File: src/rtl/pet_stats_engine.sv
// pet_stats_engine
//   NUM_STATS saturating pet stat counters (index 0 = energy) driven by a
//   built-in tick prescaler, random decay, a valid/ready boost/sleep/wake
//   command port and an AWAKE/SLEEP/DEAD lifecycle with a starvation timer.
// Ports
//   clk, rst_n            clock, asynchronous active-low reset
//   ena                   prescaler advances only when high
//   rand_in[7:0]          random byte; bit i%8 gates decay of stat i (i>=1)
//   cmd_valid, cmd_id     command request; 0..N-1 boost, N sleep, N+1 wake
//   cmd_ready             high unless DEAD (combinational)
//   cmd_err               1-cycle pulse: invalid id, or boost while asleep
//   stats_flat            stat i at [i*STAT_W +: STAT_W]
//   tick                  1-cycle pulse at prescaler wrap
//   is_sleeping, is_dead  lifecycle state flags
//   alarm                 any stat == 0
module pet_stats_engine #(
  parameter int NUM_STATS  = 5,
  parameter int STAT_W     = 5,
  parameter int TICK_DIV   = 10_000_000,
  parameter int BOOST      = 8,
  parameter int SLEEP_TH   = 4,
  parameter int DEAD_TICKS = 16
) (
  input  logic                        clk,
  input  logic                        rst_n,
  input  logic                        ena,
  input  logic [7:0]                  rand_in,
  input  logic                        cmd_valid,
  input  logic [7:0]                  cmd_id,
  output logic                        cmd_ready,
  output logic                        cmd_err,
  output logic [NUM_STATS*STAT_W-1:0] stats_flat,
  output logic                        tick,
  output logic                        is_sleeping,
  output logic                        is_dead,
  output logic                        alarm
);

  localparam int MAX   = (1 << STAT_W) - 1;
  localparam int CNT_W = $clog2(TICK_DIV);
  localparam int STV_W = (DEAD_TICKS > 0) ? $clog2(DEAD_TICKS + 1) : 1;
  localparam int EXT_W = STAT_W + 2;

  localparam logic signed [EXT_W-1:0] MAX_X      = EXT_W'(MAX);
  localparam logic signed [EXT_W-1:0] BOOST_X    = EXT_W'(BOOST);
  localparam logic signed [EXT_W-1:0] ONE_X      = EXT_W'(1);
  localparam logic signed [EXT_W-1:0] TWO_X      = EXT_W'(2);
  localparam logic [CNT_W-1:0]        CNT_LAST   = CNT_W'(TICK_DIV - 1);
  localparam logic [STV_W-1:0]        STARVE_LIM = STV_W'(DEAD_TICKS);
  localparam logic [7:0]              ID_SLEEP   = 8'(NUM_STATS);
  localparam logic [7:0]              ID_WAKE    = 8'(NUM_STATS + 1);
  localparam logic [STAT_W-1:0]       SLEEP_LVL  = STAT_W'(SLEEP_TH);
  localparam logic [STAT_W-1:0]       STAT_MAX   = STAT_W'(MAX);

  typedef enum logic [1:0] {AWAKE = 2'd0, SLEEP = 2'd1, DEAD = 2'd2} state_t;

  // Clamp an extended signed intermediate back into 0..MAX.
  function automatic logic [STAT_W-1:0] sat_stat(input logic signed [EXT_W-1:0] v);
    logic [STAT_W-1:0] r;
    if (v[EXT_W-1])   r = '0;
    else if (v > MAX_X) r = STAT_MAX;
    else              r = v[STAT_W-1:0];
    return r;
  endfunction

  state_t                      state_q, state_d;
  logic [CNT_W-1:0]            cnt_q;
  logic [STV_W-1:0]            starve_q, starve_d;
  logic [NUM_STATS*STAT_W-1:0] stats_q, stats_d;
  logic [NUM_STATS-1:0]        zero_vec;
  logic [STAT_W-1:0]           energy_d;
  logic                        accept, boost_cmd, sleep_cmd, wake_cmd, bad_cmd;
  logic                        live_tick, any_zero;

  assign cmd_ready  = (state_q != DEAD);
  assign stats_flat = stats_q;

  always_comb begin
    accept    = cmd_valid && cmd_ready;
    boost_cmd = accept && (cmd_id < ID_SLEEP);
    sleep_cmd = accept && (cmd_id == ID_SLEEP);
    wake_cmd  = accept && (cmd_id == ID_WAKE);
    bad_cmd   = accept && (cmd_id > ID_WAKE);
    live_tick = tick && (state_q != DEAD);
  end

  // Per-stat update: tick decay/recharge and boost fold into one clamped sum,
  // so a boost coinciding with a decaying tick is a single update.
  for (genvar g = 0; g < NUM_STATS; g++) begin : g_stat
    logic signed [EXT_W-1:0] sum;
    logic                    dec, inc2, add_boost;
    always_comb begin
      dec       = live_tick && (state_q == AWAKE) && ((g == 0) || rand_in[g % 8]);
      inc2      = live_tick && (state_q == SLEEP) && (g == 0);
      add_boost = boost_cmd && (state_q == AWAKE) && (cmd_id == 8'(g));
      sum       = $signed({2'b00, stats_q[g*STAT_W +: STAT_W]});
      if (dec)       sum = sum - ONE_X;
      if (inc2)      sum = sum + TWO_X;
      if (add_boost) sum = sum + BOOST_X;
    end
    assign stats_d[g*STAT_W +: STAT_W] = sat_stat(sum);
    assign zero_vec[g] = (stats_d[g*STAT_W +: STAT_W] == '0);
  end

  assign any_zero = |zero_vec;
  assign energy_d = stats_d[STAT_W-1:0];

  // Lifecycle: tick-driven transitions look at post-update values; an
  // accepted sleep/wake command has the final say on the next state.
  always_comb begin
    starve_d = starve_q;
    state_d  = state_q;
    if (live_tick) begin
      if (!any_zero)                  starve_d = '0;
      else if (starve_q != STARVE_LIM) starve_d = starve_q + 1'b1;
      if (state_q == AWAKE && energy_d <= SLEEP_LVL)     state_d = SLEEP;
      else if (state_q == SLEEP && energy_d == STAT_MAX) state_d = AWAKE;
      if (DEAD_TICKS != 0 && starve_d == STARVE_LIM)     state_d = DEAD;
    end
    if (sleep_cmd) state_d = SLEEP;
    if (wake_cmd)  state_d = AWAKE;
  end

  always_ff @(posedge clk or negedge rst_n) begin
    if (!rst_n) begin
      cnt_q       <= '0;
      tick        <= 1'b0;
      stats_q     <= {NUM_STATS{STAT_MAX}};
      starve_q    <= '0;
      state_q     <= AWAKE;
      cmd_err     <= 1'b0;
      alarm       <= 1'b0;
      is_sleeping <= 1'b0;
      is_dead     <= 1'b0;
    end else begin
      if (ena) begin
        if (cnt_q == CNT_LAST) begin
          cnt_q <= '0;
          tick  <= 1'b1;
        end else begin
          cnt_q <= cnt_q + 1'b1;
          tick  <= 1'b0;
        end
      end else begin
        tick <= 1'b0;
      end
      stats_q     <= stats_d;
      starve_q    <= starve_d;
      state_q     <= state_d;
      cmd_err     <= bad_cmd || (boost_cmd && state_q == SLEEP);
      alarm       <= any_zero;
      is_sleeping <= (state_d == SLEEP);
      is_dead     <= (state_d == DEAD);
    end
  end

endmodule
File: config.mk
export PLATFORM = sky130hd
export DESIGN_NAME = pet_stats_engine
export DESIGN_NICKNAME = d
export VERILOG_FILES = /design/src/rtl/pet_stats_engine.sv
export SDC_FILE = /design/constraint.sdc
export NUM_CORES = 1
export LEC_CHECK = 0
export BUFFER_PORTS_ARGS = -buffer_cell sky130_fd_sc_hd__buf_2
export CELL_PAD_IN_SITES_DETAIL_PLACEMENT = 1
export CELL_PAD_IN_SITES_GLOBAL_PLACEMENT = 1
export CORE_AREA = 2 2 142 144
export DETAILED_ROUTE_END_ITERATION = 10
export DIE_AREA = 0 0 144 146
export PLACE_DENSITY = 0.53
export SYNTH_ARGS = -nofsm -noshare
export SYNTH_HDL_FRONTEND = slang
export SYNTH_SLANG_ARGS = --single-unit
File: constraint.sdc
create_clock -name clk -period 11 [get_ports clk]
set_clock_uncertainty 0.05 [all_clocks]
set_input_delay 0.55 -clock clk [delete_from_list [all_inputs] [get_ports clk]]
set_output_delay 0.55 -clock clk [all_outputs]
set_load 0.02 [all_outputs]
==> results of run 1 <==
## cell usage in the layout, fill, tap and decap left out, drive strengths merged, types with 15 or more instances in the layout
master | netlist | final
nor3 | 20 | 20
xnor2 | 23 | 23
dfstp | 25 | 25
dfrtp | 36 | 36
a21oi | 29 | 29
nand2 | 47 | 47
nor2 | 47 | 47
nand4 | 19 | 19
o21ai | 20 | 20
xor2 | 15 | 15
inv | 23 | 23
buf | 5 | 49
## layout make-up
class / count / area (µm²)
Clock inverter: 3 / 15.01
Antenna cell: 2 / 5.005
Tap cell: 265 / 331.6
Timing Repair Buffer: 49 / 252.7
Clock buffer: 13 / 240.2
Fill cell: 2290 / 14150
Inverter: 23 / 86.33
Multi-Input combinational cell: 409 / 2694
Sequential cell: 61 / 1558
## metrics by stage
stage               cell area, µm²  hold slack (ps)  setup WS, ps  std cells
floorplan                     4432            204.4          7138        517
global placement              4922            439.0          6495        807
detailed placement            4922            438.8          6451        807
CTS                           5177            385.9          6443        823
global route                  5177            427.0          6084        823
finish                        5182            345.3          6436        825
## state kept, by name, indices dropped and copies added (netlist names)
signal       flops
tick             1
is_dead          1
starve_q         5
stats_flat      25
is_sleeping      1
cnt_q           24
alarm            1
state_q          2
cmd_err          1
## power groups by stage
stage | Sequential [W] | Combinational [W] | Clock [W]
4_1_cts | 0.000255 | 0.0000485 | 0.000262
3_5_place_dp | 0.000258 | 0.0000485 | 0
3_3_place_gp | 0.000258 | 0.0000469 | 0
5_1_grt | 0.000258 | 0.0000536 | 0.000270
6_report | 0.000255 | 0.0000472 | 0.000252
2_1_floorplan | 0.000252 | 0.0000328 | 0
## layer usage
metal	vias to the layer above	global-route usage	part of all wire
met3	24	0.03784	0.047
met1	2047	0.1688	0.46
met4	0	0.04265	0.021
met5	-	0	0
li1	1999	-	-
met2	75	0.2126	0.47
## cells by family (layout without fill, tap and decap cells)
kind of cell               count (synthesis)  in the layout
other                                      0              2
DFF                                       61             61
xor gates and xnor gates                  38             38
buffers and inverters                     47             88
AOI/OAI and AO/OA                        119            119
adders and majority gates                 14             14
muxes                                      6              6
and+or+nand+nor                          232            232
## how the worst max path moves through the flow
stage | start | endpoint | slack [ps] | depth (start not counted)
after floorplan | tick | is_dead | 7140 | 16
final | tick | starve_q[0] | 6440 | 13
after global routing | tick | starve_q[0] | 6080 | 13
after CTS | state_q[1] | starve_q[0] | 6440 | 13
after detailed placement | state_q[1] | starve_q[0] | 6450 | 13
after global placement | tick | is_dead | 6500 | 13
## critical path: stages (launching register included)
cell,delay [ps]
dfrtp_1,760
nand4bb_1,410
or3_1,530
xnor2_1,180
ha_1,250
nor4b_1,480
a41oi_1,190
a221oi_1,320
a31oi_1,90
a31oi_1,230
o211ai_1,170
nor2_2,360
o21ai_1,130
mux2_2,280
==> results by group, run 1 <==
Synthesis
  – Area contributors post-synth: dfrtp_1 (20%), dfstp_2 (15%), xnor2_1 (4.5%)
  – Synth Area in Compound Gates: 0.1827
  – Simple-Gate Fraction of Synth Area: 0.2947
  – Synth Area in XOR/XNOR: 0.07679
  – Syn Nets: 551
  – Register area share after synthesis: 0.3515
  – Main combinational cell family by area after synthesis: simple AND/OR/NAND/NOR gates
  – Post-Syn Area per Cell: 8.572 µm²
  – Synth Instances: 517
  – Synth Register Bits: 61
  – Share of the synthesized area in the top cell type: 0.2033
  – Synth top cells by count: nand2_1 (47), nor2_1 (45), dfrtp_1 (36)
  – Adder-cell share of the synthesized area: 0.03953
  – Post-synth EDFFs: 0
  – Area of the mapped netlist: 0.004432 mm²
  – YS warnings: 0
  – Top-count cell post-synth: nand2_1
  – Post-synth top area cell: dfrtp_1
  – Synth async-reset ratio: 1.000
  – Distinct cells, synth: 73
  – Top_reg_cell synth: dfrtp_1
  – Mux contribution to synthesized area: 0.01412

Min path
  – HP Class: in -> async

Setup path
  – Startpoint types: register
  – CP Class: reg -> reg
  – Reg2Reg Depth: 13
  – Critical register-to-register path startpoint: tick
  – Crit path required time: 11170 ps
  – Worst path arrival time: 4740 ps
  – Reg2Reg Setup Slack: 6440 ps
  – Crit end category: register
  – Reg2Reg Capture Point: starve_q[0]
  – Worst Path Max Fanout: 19

Final layout
  – Layout area overhead: 16.94%
  – Final Util: 0.2680
  – Layout cells sized above 1: 0.1953
  – Total Nets Final: 587

CTS
  – Post-CTS Setup Bufs: 0
  – Htree depth: 3
  – CTS max path bufs: 2
  – Worst skew pair latency: 340 ps
  – # clock sinks: 61
  – Hold Buf Count CTS: 0
  – TritonCTS Buffers: 9
  – Clk slew on worst S/H paths: 50 ps
  – Post-cts resize count: 0
  – CTS tree: yes
  – Clk root buf: clkbuf_16

Die
  – Die Width: 144 µm
  – Initial Util: 0.2292
  – Row count: 51
  – Die Span Y: 146 µm
  – Io pins: 51
  – Core area: 0.01933 mm²
  – Die area: 0.02102 mm²

Global routing
  – Global Route Usage Sum: 0.1318
  – First-pass GRT wire length: 22160 µm
  – Initial antenna violation count: 2
  – Largest net degree at the start of global routing: 62
  – Gr ovfl total: 0
  – Vias in the first global route: 4233

Pwr
  – Power Dens Cells: 106.9 mW/mm²
  – VDD IR-drop max: 0.07766 mV
  – Internal power: 0.0004083 W
  – Total power: 0.0005541 W
  – LEAKAGE: 2.075 nW
  – Switching Share: 0.2632
  – Sequential share of power: 0.460
  – Clk pwr share: 0.455
  – Comb pwr share: 0.085
  – P_sw: 0.0001458 W

Detailed routing
  – DR WL/cell: 16.08 µm
  – Post-DRT Antenna Nets: 0
  – First-pass DRT Iterations: 4
  – Final wirelength: 13270 µm
  – DRT iter0 DRCs: 182
  – Residual DRC: 0
  – Vias/cell: 5.024
  – Vias: 4145

Placement
  – Post-DP HPWL: 9858 µm
  – PortBufs: 46
  – RD Place Congestion: 0.8211

Job
  – Max-cap violations: 0

Timing
  – Crit path time final: 4564 ps
  – Final period util: 0.4149
  – RSZ-0062 raised after global routing: false
  – Hold Vio Cnt, Final: 0
  – Final Max Tran Viols: 0
  – Setup_tns: 0 ps
  – Worst slew pin tran: 937.5 ps
  – Slew margin rel.: 0.3662
  – Final setup viols: 0
  – Fmax: 0.2191 GHz

Run status
  – Run status: complete, no violations
Note: power is estimated with default switching activity, not from simulation.
==> run 2, diff against run 1 <==
--- a/config.mk
+++ b/config.mk
@@ -11,7 +11,7 @@
 export CORE_AREA = 2 2 142 144
 export DETAILED_ROUTE_END_ITERATION = 10
 export DIE_AREA = 0 0 144 146
-export PLACE_DENSITY = 0.53
+export PLACE_DENSITY = 0.54
 export SYNTH_ARGS = -nofsm -noshare
 export SYNTH_HDL_FRONTEND = slang
 export SYNTH_SLANG_ARGS = --single-unit
==> constraint.sdc (replaced) <==
create_clock -name clk -period 3.7 [get_ports clk]
set_clock_uncertainty 0.05 [all_clocks]
set_input_delay 0.185 -clock clk [delete_from_list [all_inputs] [get_ports clk]]
set_output_delay 0.185 -clock clk [all_outputs]
set_load 0.02 [all_outputs]
==> run 2 against run 1 <==
Largest cell class unchanged. Highest routed layer unchanged. Sequential share of layout area down 4.0 points. Power rose to 3.2 times the previous value. Via count up 5.3%. Global-route usage up 1.0 points. Cell count up 6.8%. Register-to-register slack worse by 6400 ps. Die area unchanged. Worst setup slack worse by 6400 ps. Wire length up 13%. Critical path depth up 3. Flip-flop and latch count unchanged. Critical path type unchanged.
==> results by group, run 2 (same netlist as run 1, synthesis figures left out) <==
Detailed routing
  – DR WL/cell: 16.99 µm
  – First-pass DRT Iterations: 4
  – Final wirelength: 14970 µm
  – Vias: 4365
  – Vias/cell: 4.955
  – DRT iter0 DRCs: 147
  – Residual DRC: 0
  – Post-DRT Antenna Nets: 0

Timing
  – Crit path time final: 3626 ps
  – Fmax: 0.2758 GHz
  – Worst slew pin tran: 807.0 ps
  – Fin worst setup slack: 74.10 ps
  – Final Max Tran Viols: 0
  – Setup_tns: 0 ps
  – Slew margin rel.: 0.4591
  – Final setup viols: 0
  – RSZ-0062 raised after global routing: true
  – Final period util: 0.9800
  – Hold Vio Cnt, Final: 0

Run status
  – Run status: complete, no violations

Die
  – Io pins: 51
  – Die Span Y: 146 µm
  – Die area: 0.02102 mm²
  – Row count: 51
  – Die Width: 144 µm
  – Initial Util: 0.2292
  – Core area: 0.01933 mm²

Global routing
  – Global Route Usage Sum: 0.1422
  – Largest net degree at the start of global routing: 26
  – Gr ovfl total: 0
  – Initial antenna violation count: 0
  – Vias in the first global route: 4542
  – First-pass GRT wire length: 23920 µm

Placement
  – PortBufs: 46
  – Post-Place Worst Slack: -23.21 ps
  – RD Place Congestion: 0.8392
  – Placed cells: 851
  – Post-DP HPWL: 11030 µm

Setup path
  – CP Cell Sequence: buf_6, nor3b_4, nand2_1, xnor2_1, ha_2, nand4b_1, o211a_1, nor2_4, ha_4, nand2_4, xnor2_4, and2_4, or4b_1, a32o_2, a21oi_4, o221a_1
  – Startpoint types: register
  – Slowest stage cell, crit path: or4b_1
  – Worst path arrival time: 3850 ps
  – Crit end category: register
  – Slowest cell delay on critical path: 520 ps
  – CP Class: reg -> reg
  – Crit-path leading delay family: simple AND/OR/NAND/NOR gates
  – Worst Path Max Fanout: 5
  – Critical path buffers and inverters: 1
  – Crit path required time: 3920 ps

Final layout
  – Final Util: 0.3091
  – Commonest non-fill, non-tap cell in the layout: buf_4
  – Total Nets Final: 645
  – Most frequent cells in the layout: buf_4 (56), buf_2 (46), nand2_1 (45), nor2_1 (43), dfrtp_1 (35)
  – Max reg flops: 25
  – Antenna diode count: 0
  – Layout area overhead: 34.87%
  – Cell Count, Final, Fillers Out: 881
  – Layout cells sized above 1: 0.3377

Pwr
  – VDD IR-drop max: 0.2037 mV
  – Power Dens Cells: 299.6 mW/mm²
  – LEAKAGE: 2.473 nW
  – Total power: 0.001791 W

CTS
  – CTS tree: yes
  – Clk slew on worst S/H paths: 60 ps
  – Worst skew pair latency: 340 ps
  – Htree depth: 3
  – TritonCTS Buffers: 9
  – Clk root buf: clkbuf_16
  – # clock sinks: 61
  – CTS max path bufs: 2

Min path
  – HP Class: in -> reg

Job
  – Max-cap violations: 0
[run 2: cell count changes in the layout (fill, tap and decap cells not counted), sizes merged]
cell | before | now
diode | 2 | 0
clkbuf | 13 | 11
dlygate4sd3 | 0 | 1
clkinv | 3 | 4
buf | 49 | 106
bufinv | 0 | 1
[run 2: timing repair]
action	CTS	global route
hold endpoints to repair	12	0
gates resized for setup	1	53
setup buffers	1	13
hold buffers	1	0
setup endpoints to repair	1	10
pin swaps	1	26
[run 2: layout make-up]
class                   count  area, µm²
clock buffers              11      242.7
clock inverters             5      50.05
fillers                  2263      13360
inverters                  23      86.33
multi-input cells         409       3002
flip-flops and latches     61       1559
well taps                 265      331.6
repair buffers            107      705.7
[run 2: layer usage]
layer	vias up	routed length, µm	track usage
met5	-	0	0
met1	2162	6626	0.1801
li1	2118	-	-
met2	59	7473	0.2407
met3	26	522	0.03027
met4	0	345	0.04363
[run 2: path summary, 6_finish.rpt]
check	start	end	slack (ps)	depth (start not counted)
setup / recovery	state_q[1]	is_dead	70	16
hold / removal	cmd_valid	cmd_err	70	3
setup reg to reg	state_q[1]	is_dead	70	16
hold reg to reg	cnt_q[14]	cnt_q[14]	450	1
max in group asynchronous	rst_n	stats_flat[11]	2670	3
min in group asynchronous	rst_n	cnt_q[2]	230	2
[run 2: stage by stage]
stage                     hold slack [ps]  area [µm²]
after floorplan                    -160.6        4457
after global placement              55.00        5269
after detailed placement            61.71        5269
after CTS                           55.41        5585
after global routing                76.65        5977
final                               70.69        5977
[run 2: power by group]
group          internal, W  switching (W)  leakage [nW]  total [W]
registers         0.000703      0.0000408         0.716   0.000744
clock network     0.000535       0.000320         0.149   0.000855
logic            0.0000852       0.000106          1.61   0.000191
[run 2: worst register-to-register path, stage by stage, from the launching register on]
cell and delay, ps:
dfrtp_1 420, buf_6 150, nor3b_4 240, nand2_1 100
xnor2_1 190, ha_2 210, nand4b_1 150, o211a_1 200
nor2_4 150, ha_4 170, nand2_4 70, xnor2_4 190
and2_4 150, or4b_1 520, a32o_2 280, a21oi_4 140
o221a_1 190
